--- config.mk ---
export PLATFORM = sky130hd
export DESIGN_NAME = instruction_fetch_unit
export DESIGN_NICKNAME = d
export VERILOG_FILES = /design/src/rtl/instruction_fetch_unit_pkg.sv /design/src/rtl/instruction_fetch_unit_next_pc.sv /design/src/rtl/instruction_fetch_unit.sv
export SDC_FILE = /design/constraint.sdc
export NUM_CORES = 1
export LEC_CHECK = 0
export CORE_MARGIN = 4
export CORE_UTILIZATION = 25
export CTS_BUF_LIST = sky130_fd_sc_hd__clkbuf_4
export DETAILED_ROUTE_END_ITERATION = 10
export SETUP_SLACK_MARGIN = 0.4
export SKIP_CTS_REPAIR_TIMING = 1
export SLEW_MARGIN = 5
export SYNTH_ARGS = -nofsm -noshare
export SYNTH_HDL_FRONTEND = slang
export SYNTH_SLANG_ARGS = --single-unit
--- constraint.sdc ---
create_clock -name CLK -period 6 [get_ports CLK]
set_clock_uncertainty 0.15 [all_clocks]
set_input_delay 1.2 -clock CLK [delete_from_list [all_inputs] [get_ports CLK]]
set_output_delay 1.2 -clock CLK [all_outputs]
set_load 0.01 [all_outputs]
--- src/rtl/instruction_fetch_unit_pkg.sv ---
// Shared definitions for the LEGv8 fetch stage, control decoder and bench:
// FSM encoding, default reset PC and the 11-bit opcode patterns.
package instruction_fetch_unit_pkg;

  typedef enum logic [1:0] {
    ST_IDLE  = 2'd0,
    ST_FETCH = 2'd1,
    ST_EXEC  = 2'd2
  } fetch_state_t;

  localparam logic [63:0] DEFAULT_RESET_PC = 64'h0;
  localparam int          OPCODE_W         = 11;

  // Exact opcodes (Instruction[31:21])
  localparam logic [10:0] OP_LDUR = 11'h7C2;
  localparam logic [10:0] OP_STUR = 11'h7C0;
  localparam logic [10:0] OP_ADD  = 11'h458;
  localparam logic [10:0] OP_SUB  = 11'h658;
  localparam logic [10:0] OP_AND  = 11'h450;
  localparam logic [10:0] OP_ORR  = 11'h550;

  // Opcodes whose low bits belong to the immediate field: pattern + care mask
  localparam logic [10:0] OP_CBZ   = 11'h5A0;
  localparam logic [10:0] MASK_CBZ = 11'h7F8;
  localparam logic [10:0] OP_B     = 11'h0A0;
  localparam logic [10:0] MASK_B   = 11'h7E0;

  // True when the opcode matches the pattern on every bit selected by mask
  function automatic logic opcode_match(input logic [10:0] op,
                                        input logic [10:0] pattern,
                                        input logic [10:0] mask);
    return ((op ^ pattern) & mask) == 11'h000;
  endfunction

endpackage

--- src/rtl/instruction_fetch_unit_next_pc.sv ---
// Next-PC selection: sequential PC+4 or PC-relative branch target.
// Arithmetic wraps modulo 2^ADDR_W and the result is always word aligned.
module next_pc_logic #(
  parameter int ADDR_W = 64
) (
  input  logic [ADDR_W-1:0] PC,
  input  logic [ADDR_W-1:0] BranchOffset,
  input  logic              Branch,
  input  logic              Uncondbranch,
  input  logic              Zero,
  output logic [ADDR_W-1:0] NextPC
);

  logic              pcsrc;
  logic [ADDR_W-1:0] seq_pc;
  logic [ADDR_W-1:0] target_pc;
  logic [ADDR_W-1:0] sel_pc;

  // Uncondbranch is ORed first so an unknown Branch during B resolves to 1
  always_comb begin
    pcsrc     = Uncondbranch | (Branch & Zero);
    seq_pc    = PC + ADDR_W'(4);
    target_pc = PC + (BranchOffset << 2);
    sel_pc    = pcsrc ? target_pc : seq_pc;
    NextPC    = sel_pc & ~ADDR_W'(3);
  end

endmodule

--- src/rtl/instruction_fetch_unit.sv ---
// LEGv8 fetch stage: holds PC, fetches one instruction per execution slot
// over a req/ack port, presents it to control and advances PC on commit.
// Handshake: imem_req is high for the whole FETCH state with imem_addr held
// at PC; the instruction is taken on the first edge where imem_ack is high
// in FETCH. commit is honoured only while instr_valid is high (EXEC).
module instruction_fetch_unit
  import instruction_fetch_unit_pkg::*;
#(
  parameter int                ADDR_W   = 64,
  parameter int                INSTR_W  = 32,
  parameter logic [ADDR_W-1:0] RESET_PC = DEFAULT_RESET_PC
) (
  input  logic               CLK,
  input  logic               Reset_L,
  output logic               imem_req,
  output logic [ADDR_W-1:0]  imem_addr,
  input  logic               imem_ack,
  input  logic [INSTR_W-1:0] imem_rdata,
  input  logic               Branch,
  input  logic               Uncondbranch,
  input  logic               Zero,
  input  logic [ADDR_W-1:0]  BranchOffset,
  input  logic               commit,
  output logic               instr_valid,
  output logic [INSTR_W-1:0] Instruction,
  output logic [10:0]        Opcode,
  output logic [ADDR_W-1:0]  CurrentPC,
  output logic [31:0]        retired_cnt,
  output logic [1:0]         state_dbg
);

  fetch_state_t      state, state_nxt;
  logic [ADDR_W-1:0] pc;
  logic [ADDR_W-1:0] next_pc;
  logic              take_ack;
  logic              take_commit;

  next_pc_logic #(.ADDR_W(ADDR_W)) u_next_pc (
    .PC           (pc),
    .BranchOffset (BranchOffset),
    .Branch       (Branch),
    .Uncondbranch (Uncondbranch),
    .Zero         (Zero),
    .NextPC       (next_pc)
  );

  // FSM state register
  always_ff @(posedge CLK) begin
    if (!Reset_L) state <= ST_IDLE;
    else          state <= state_nxt;
  end

  // FSM next-state logic
  always_comb begin
    state_nxt = state;
    case (state)
      ST_IDLE:  state_nxt = ST_FETCH;
      ST_FETCH: if (imem_ack) state_nxt = ST_EXEC;
      ST_EXEC:  if (commit)   state_nxt = ST_FETCH;
      default:  state_nxt = ST_IDLE;
    endcase
  end

  // FSM outputs and the qualified ack/commit strobes
  always_comb begin
    imem_req    = (state == ST_FETCH);
    instr_valid = (state == ST_EXEC);
    take_ack    = (state == ST_FETCH) && imem_ack;
    take_commit = (state == ST_EXEC) && commit;
  end

  // PC, instruction register and retired counter
  always_ff @(posedge CLK) begin
    if (!Reset_L) begin
      pc          <= RESET_PC & ~ADDR_W'(3);
      Instruction <= '0;
      retired_cnt <= '0;
    end else begin
      if (take_ack)    Instruction <= imem_rdata;
      if (take_commit) begin
        pc          <= next_pc;
        retired_cnt <= retired_cnt + 32'd1;
      end
    end
  end

  // Datapath-facing views of the registers
  always_comb begin
    imem_addr = pc;
    CurrentPC = pc;
    Opcode    = Instruction[INSTR_W-1 -: OPCODE_W];
    state_dbg = state;
  end

endmodule

==> results.cfg, run 1 <==
[route]
route.vias.total = 9004
routedWlPerCell_um = 15.73
initialDrtViolationCount = 468
dr.pass1.iters = 5
drc = 0
antenna_left = 0
routed_wl_um = 29680
viasPerCell = 4.772

[place]
dpl.hpwl_um = 22620
port_buffers = 303
gp_congestion = 0.8869
place_area_um2 = 12040

[cts]
clock_latency_ns = 0.60
clkTransAtPathRegs_ns = 0.14
cts_sinks = 128
cts_tree = yes
root_buffer = clkbuf_4
clock_path_buffers = 2
numCtsBuffers = 17
htree_levels = 4

[setup_path]
r2r_end = CurrentPC[48]
path_class = input pin to flip-flop
cp_max_fo = 14
rr_startpoint = CurrentPC[2]
reg2reg_depth = 13
start_kind = input pin
end_kind = flip-flop
crit_required_ns = 6.38
ff2ff_setup_slack_ns = 2.27
critPathArrivalTime_ns = 5.34

[die]
core_area_um2 = 35740
fp-row-count = 69
die_w_um = 198.9
ios = 310
dieArea_um2 = 39570
initial_core_util = 0.2550
die_h_um = 198.9

[yosys]
synth_ff_type = dfxtp_1
synth_edf_count = 0
synth_cells = 1209
ys_seq_elements = 128
synth-async-reset-ratio = 0
syn_area_um2 = 9114
yosysSeqAreaShare = 0.2812
syn_avg_cell_area_um2 = 7.538
yosys_warnings = 0
ys_types = 66

[sta]
tightestPinTransition_ns = 0.8301
hold_viol = 0
setup_tns_ns = 0
fin_crit_ns = 4.963
slew_violations = 0
min_period_over_period = 0.8271
fmax_ghz = 0.2015
slew_headroom = 0.4466
setup_viol = 0
rsz0062_at_grt = false

[global_route]
grt_pass1_wl_um = 46270
grt_use_total = 0.1453
antenna_found_initial = 3
grt_max_degree = 73
first_global_vias = 8670
overflow = 0

[cells_and_area]
syn2layout_area_growth_pct = 36.13
nets = 1577
layout-drive-gt1-share = 0.04705
final_cell_mix = clkdlybuf4s50_1, nand2_1, a21oi_1, dfxtp_1, nor2_1
final_area_um2 = 12410
final_common_cell = clkdlybuf4s50_1
fin_util = 0.3471

[pwr]
pwr-share-comb = 0.178
seq_power_share = 0.438
internal_power_uw = 1425
net-switching-power_uw = 590.3
netSwitchingFraction = 0.2930
power_per_cell_area_nw_per_um2 = 162.4
clockPowerShare = 0.384
p_leak_uw = 0.004764
peakVddDrop_v = 0.0001904

[job]
max-cap-violations = 0

[min_path]
worstHoldEndpoint = Instruction[9]
holdPathStages = 2
min_path_type = flip-flop to flip-flop
worstHoldStart = Instruction[9]

[outcome]
status = finished clean
-- routing by layer --
layer	track usage	up-vias	share of wire
met5	0	-	0.00067
met1	0.1821	4137	0.43
met4	0.05268	2	0.024
li1	-	4512	-
met3	0.04302	40	0.078
met2	0.2376	313	0.47
-- worst max-delay path: stages --
cell	delay, ns
clkdlybuf4s50_1	0.44
a21oi_4	0.33
buf_4	0.27
nor2b_1	0.07
ha_1	0.42
nand2_1	0.12
nor4_1	0.50
nand3_1	0.18
a211oi_1	0.34
or3b_4	0.25
a31o_4	0.20
a31oi_4	0.14
nand2b_1	0.21
or4_1	0.48
a31oi_1	0.17
-- kinds of logic after synthesis --
logic type | Yosys count | synth area share
AOI/OAI and AO/OA | 308 | 0.2124
xor gates and xnor gates | 76 | 0.07304
adders and majority gates | 63 | 0.08731
buffers and inverters | 157 | 0.09761
DFF | 128 | 0.2812
muxes | 1 | 0.001098
other | 1 | 0.0004115
and+or+nand+nor | 475 | 0.2470
-- worst max-delay path by stage --
stage / endpoint / start / depth (start not counted)
finish: CurrentPC[56] / Branch / 15
global route: CurrentPC[56] / Branch / 15
CTS: CurrentPC[56] / Branch / 15
detailed placement: CurrentPC[56] / Branch / 15
global placement: CurrentPC[56] / Branch / 15
floorplan: CurrentPC[48] / Branch / 16
-- cell usage after synthesis, types with 3 or more instances --
cell	number	area (µm²)
a211oi_1	10	75.07
a21o_1	34	255.2
a21oi_1	146	730.7
a221o_1	3	30.03
a311oi_1	4	35.03
a31oi_1	12	75.07
and2_1	8	50.05
and3_1	17	106.4
and4_1	4	35.03
buf_1	7	26.28
buf_2	9	45.04
buf_4	77	578.1
clkbuf_1	43	161.4
dfxtp_1	128	2562
ha_1	62	775.7
inv_1	21	78.83
nand2_1	205	769.5
nand2b_1	7	43.79
nand3_1	44	220.2
nand4_1	18	112.6
nand4b_1	3	26.28
nor2_1	74	277.8
nor2b_1	66	412.9
nor3_1	8	40.04
nor4_1	3	18.77
o211ai_1	7	52.55
o21a_1	8	60.06
o21ai_0	35	175.2
o21ai_1	5	25.02
o21ai_2	3	26.28
o21bai_1	11	82.58
o31a_1	3	26.28
o31ai_1	5	37.54
or2_2	3	18.77
or3_1	3	18.77
xnor2_1	38	332.8
xor2_1	38	332.8
-- stage by stage --
stage / hold slack, ns / setup slack, ns / instances / total power (µW)
floorplan: 0.3305 / 1.155 / 1212 / 1104
global placement: 0.2911 / 0.4871 / 1853 / 1258
detailed placement: 0.2976 / 0.4587 / 1853 / 1261
CTS: 0.3128 / 1.162 / 1885 / 2059
global route: 0.3353 / 0.9698 / 1887 / 2121
finish: 0.3111 / 1.037 / 1887 / 2015
-- power by group through the flow --
stage               sequential, µW  combinational, µW  clock (µW)
floorplan                      906                199           0
global placement               901                358           0
detailed placement             901                359           0
CTS                            883                362         814
global route                   886                393         842
finish                         882                360         773
-- layout make-up --
type                       instances  area (µm²)
antenna                            2       5.005
clock inverter                    15       232.7
tap                              461       576.8
sequential                       128        2562
timing repair buffer             316        3131
inverter                          21       81.33
fill                            3770       23330
clock buffer                      17       127.6
multi-input combinational        927        5690
-- registers in the layout, summed over array words and instances (netlist names) --
register / cells
state_dbg: 2
CurrentPC: 62
Instruction: 32
retired_cnt: 32
(Power assumes the default switching activity.)
==> run 2, diff against run 1 <==
==> constraint.sdc (replaced) <==
create_clock -name CLK -period 4.2 [get_ports CLK]
set_clock_uncertainty 0.15 [all_clocks]
set_input_delay 0.84 -clock CLK [delete_from_list [all_inputs] [get_ports CLK]]
set_output_delay 0.84 -clock CLK [all_outputs]
set_load 0.01 [all_outputs]
==> run 2 against run 1 <==
Die area unchanged. First-iteration DRC count shrank 12%. Sequential cell count unchanged. Worst setup slack worse by 0.68 ns. Non-clock buffer count grew 193. Critical endpoint is now CurrentPC[62]. Highest routed layer unchanged.
==> results.cfg, run 2 (synthesis results as in run 1) <==
[cells_and_area]
layout-drive-gt1-share = 0.1738
final_common_cell = clkdlybuf4s50_1
multi_input_area_um2 = 5822
nets = 1770
largest_reg_flops = 62
fillCellCount = 3719
syn2layout_area_growth_pct = 53.87
ff_latch_area_um2 = 2562
final_cell_mix = clkdlybuf4s50_1, nand2_1, buf_4, a21oi_1, dfxtp_1

[sta]
rsz0062_at_grt = true
min_period_over_period = 0.9143
hold_viol = 0
setup_ws_ns = 0.3599
fmax_ghz = 0.2604
tightestPinTransition_ns = 0.7588
setup_viol = 0
slew_headroom = 0.4941
fin_crit_ns = 3.840
slew_violations = 0
setup_tns_ns = 0

[cts]
clkTransAtPathRegs_ns = 0.14
clock_latency_ns = 0.63
root_buffer = clkbuf_4
cts_sinks = 128
clock_path_buffers = 2
numCtsBuffers = 17
cts_tree = yes
htree_levels = 4

[die]
ios = 310
dieArea_um2 = 39570
core_area_um2 = 35740
fp-row-count = 69
die_h_um = 198.9
initial_core_util = 0.2550
die_w_um = 198.9

[setup_path]
start_kind = input pin
path_class = input pin to flip-flop
cp_max_fo = 7
critical-path-slowest-cell = or3b_4
crit_required_ns = 4.53
end_kind = flip-flop
crit_chain = buf_6 -> a21oi_4 -> buf_12 -> buf_8 -> nand2b_4 -> buf_6 -> fa_2 -> and2b_1 -> o31a_2 -> o211ai_4 -> a211oi_2 -> or3b_4 -> a31o_4 -> a31oi_4 -> buf_6 -> o21ai_4 -> o211ai_1 -> o211ai_1
critPathArrivalTime_ns = 4.17
ff2ff_setup_slack_ns = 0.63
max_stage_delay_ns = 0.46
crit_path_frequent_cell = buf_6

[route]
route.vias.total = 9681
initialDrtViolationCount = 414
viasPerCell = 4.657
routedWlPerCell_um = 15.37
drc = 0
antenna_left = 0
routed_wl_um = 31960
dr.pass1.iters = 5

[outcome]
status = finished clean

[global_route]
overflow = 0
grt_pass1_wl_um = 49630
antenna_found_initial = 3
grt_use_total = 0.1553
first_global_vias = 9660
grt_max_degree = 75

[pwr]
power_per_cell_area_nw_per_um2 = 203.2
p_leak_uw = 0.005770
peakVddDrop_v = 0.0001761
finalPower_uw = 2849

[place]
dp_worst_setup_slack_ns = -0.5684
gp_congestion = 0.8850
dpl.hpwl_um = 24410
port_buffers = 303

[job]
max-cap-violations = 0

[min_path]
min_path_type = flip-flop to flip-flop
-- run 2: cell types whose count changed in the layout (fill, tap and decap cells not counted), sizes merged --
cell,previous run,this run
bufinv,5,2
inv,25,29
diode,2,1
buf,13,209
clkinv,4,3
clkdlybuf4s50,303,299
dlymetal6s2s,0,1
-- run 2: path summary, 6_finish.rpt --
path	end	cells past startpoint	start
setup / recovery	CurrentPC[62]	18	Branch
hold / removal	Instruction[14]	2	Instruction[14]
setup reg to reg	CurrentPC[48]	14	CurrentPC[2]
hold reg to reg	Instruction[14]	2	Instruction[14]
-- run 2: area by class of cell --
type | instances | share of cell area
multi-input combinational | 927 | 0.4152
inverter | 21 | 0.005799
timing repair buffer | 509 | 0.3336
clock buffer | 17 | 0.009101
clock inverter | 15 | 0.01231
antenna | 1 | 0.0001784
tap | 461 | 0.04113
sequential | 128 | 0.1827
-- run 2: routing by layer --
metal  global-route usage  share of wire
met4              0.04078          0.016
met1               0.1864           0.43
met2               0.2639           0.48
met5                    0        0.00084
met3              0.05623          0.077
-- run 2: through the flow --
| step | area, µm² | hold WS, ns | utilization | instances |
|---|---|---|---|---|
| 2_1_floorplan | 9170 | 0.3305 | - | 1212 |
| 3_3_place_gp | 13490 | 0.2914 | 0.3773 | 2034 |
| 3_5_place_dp | 13490 | 0.2984 | 0.3773 | 2034 |
| 4_1_cts | 13790 | 0.3162 | 0.3857 | 2066 |
| 5_1_grt | 14020 | 0.3370 | 0.3924 | 2079 |
| 6_report | 14020 | 0.3133 | 0.3924 | 2079 |
-- run 2: critical path, delay by kind of cell --
family / cells / cell delay [ns]
fa+ha+maj: 1 / 0.18
buf+inv: 5 / 0.61
simple gates: 3 / 0.78
compound gates: 9 / 1.73
-- run 2: report_power, final --
part / switching [µW] / total (µW) / internal (µW)
Sequential: 22.1 / 1260 / 1240
Combinational: 289 / 629 / 340
Clock: 588 / 960 / 372
==> run 3, diff against run 2 <==
--- a/config.mk
+++ b/config.mk
@@ -5,10 +5,12 @@
 export SDC_FILE = /design/constraint.sdc
 export NUM_CORES = 1
 export LEC_CHECK = 0
+export CORE_ASPECT_RATIO = 0.9
 export CORE_MARGIN = 4
 export CORE_UTILIZATION = 25
 export CTS_BUF_LIST = sky130_fd_sc_hd__clkbuf_4
 export DETAILED_ROUTE_END_ITERATION = 10
+export GPL_ROUTABILITY_DRIVEN = 0
 export SETUP_SLACK_MARGIN = 0.4
 export SKIP_CTS_REPAIR_TIMING = 1
 export SLEW_MARGIN = 5
==> constraint.sdc (replaced) <==
create_clock -name CLK -period 4.18 [get_ports CLK]
set_clock_uncertainty 0.15 [all_clocks]
set_input_delay 0.836 -clock CLK [delete_from_list [all_inputs] [get_ports CLK]]
set_output_delay 0.836 -clock CLK [all_outputs]
set_load 0.01 [all_outputs]
==> run 3 against run 2 <==
Die area about the same. First-iteration DRC count up 12%. Cell area down 1.0%. Sequential share of layout area up 0.18 points. Wire length down 1.1%. Sequential power about the same. Sequential cell count unchanged. Critical path depth down 1. Worst hold slack worse by 0.0023 ns. Combinational power down 2%. Count of clock-buffer cells in the layout unchanged. Largest cell class unchanged.
==> results.cfg, run 3 (synthesis results as in run 1) <==
[outcome]
status = finished clean

[route]
routed_wl_um = 31610
initialDrtViolationCount = 464
routedWlPerCell_um = 15.15
dr.pass1.iters = 5
route.vias.total = 9653
viasPerCell = 4.625
antenna_left = 0
drc = 0

[sta]
fmax_ghz = 0.2632
fin_crit_ns = 3.799
min_period_over_period = 0.9089
setup_tns_ns = 0
rsz0062_at_grt = true
tightestPinTransition_ns = 0.8225
hold_viol = 0
setup_viol = 0
slew_headroom = 0.4497
slew_violations = 0

[cts]
root_buffer = clkbuf_4
cts_sinks = 128
htree_levels = 4
clock_latency_ns = 0.55
clkTransAtPathRegs_ns = 0.14
cts_tree = yes
clock_path_buffers = 2
numCtsBuffers = 17

[pwr]
power_per_cell_area_nw_per_um2 = 210.6
peakVddDrop_v = 0.0001937
p_leak_uw = 0.005714

[setup_path]
critPathArrivalTime_ns = 4.13
cp_max_fo = 5
rr_startpoint = CurrentPC[2]
crit_required_ns = 4.51
end_kind = flip-flop
reg2reg_depth = 13
ff2ff_setup_slack_ns = 0.69
start_kind = input pin
path_class = input pin to flip-flop
r2r_end = CurrentPC[48]

[cells_and_area]
ff_latch_area_um2 = 2562
nets = 1765
fillCellCount = 3758
largest_reg_flops = 62
final_common_cell = clkdlybuf4s50_1
layout-drive-gt1-share = 0.1651
finalNonFillerCells = 2087
multi_input_area_um2 = 5748
diodes = 0
final_cell_mix = clkdlybuf4s50_1, nand2_1, buf_4, a21oi_1, dfxtp_1
syn2layout_area_growth_pct = 52.33

[job]
max-cap-violations = 0

[die]
fp-row-count = 66
dieArea_um2 = 39580
die_w_um = 209.3
core_area_um2 = 36090
initial_core_util = 0.2525
ios = 310
die_h_um = 189.1

[min_path]
worstHoldEndpoint = Instruction[10]
min_path_type = flip-flop to flip-flop
worstHoldStart = Instruction[10]
holdPathStages = 2

[global_route]
antenna_found_initial = 1
grt_pass1_wl_um = 49930
grt_use_total = 0.1523
grt_max_degree = 63
first_global_vias = 9612
overflow = 0

[place]
dp_cells = 2052
port_buffers = 303
dpl.hpwl_um = 24360
[run 3: routing by layer]
metal / vias up / track usage / routed length, µm
li1: 4875 / - / -
met1: 4505 / 0.1887 / 14030
met2: 248 / 0.2623 / 15050
met3: 23 / 0.04805 / 2195
met4: 2 / 0.02936 / 310
met5: - / 0 / 20
[run 3: through the flow]
step             util  setup WS [ns]  total power, µW  hold WS [ns]  cell area, µm²
6_report       0.3847         0.3810             2924        0.3110           13880
5_1_grt        0.3847         0.3563             3083        0.3266           13880
4_1_cts        0.3823       0.003407             2985        0.3130           13800
3_5_place_dp   0.3731        -0.6086             1905        0.2962           13460
3_3_place_gp   0.3731        -0.6825             1898        0.2907           13460
2_1_floorplan       -         0.2274             1588        0.3305            9170
[run 3: worst max path at each step]
stage | from | end | cells after the start
after floorplan | Zero | CurrentPC[48] | 16
after global placement | Zero | CurrentPC[56] | 17
after detailed placement | Zero | CurrentPC[56] | 17
after CTS | Zero | CurrentPC[56] | 17
after global routing | Branch | CurrentPC[48] | 17
final | Branch | CurrentPC[48] | 17
[run 3: worst max-delay path: stages]
cell and delay, ns:
buf_6 0.10, a21oi_4 0.19, buf_6 0.15, or2_4 0.12, ha_4 0.12, inv_2 0.04
fa_2 0.35, and2b_1 0.24, o31a_4 0.19, o211ai_4 0.11, a21oi_2 0.18, o21ai_2 0.09
o31a_1 0.36, o31ai_4 0.31, a21oi_2 0.12, or3_4 0.37, a311oi_2 0.23
[run 3: layout make-up]
class / count / area share
timing repair buffer: 504 / 0.3287
tap: 476 / 0.04290
inverter: 21 / 0.005858
multi-input combinational: 927 / 0.4140
sequential: 128 / 0.1846
clock inverter: 14 / 0.01478
clock buffer: 17 / 0.009192
[run 3: report_power, final]
group	switching (µW)	leakage (µW)	total, µW	internal [µW]
logic	284	0.00451	615	331
clock network	560	0.000170	1040	482
registers	22.2	0.00104	1270	1240
total	867	0.00571	2920	2060
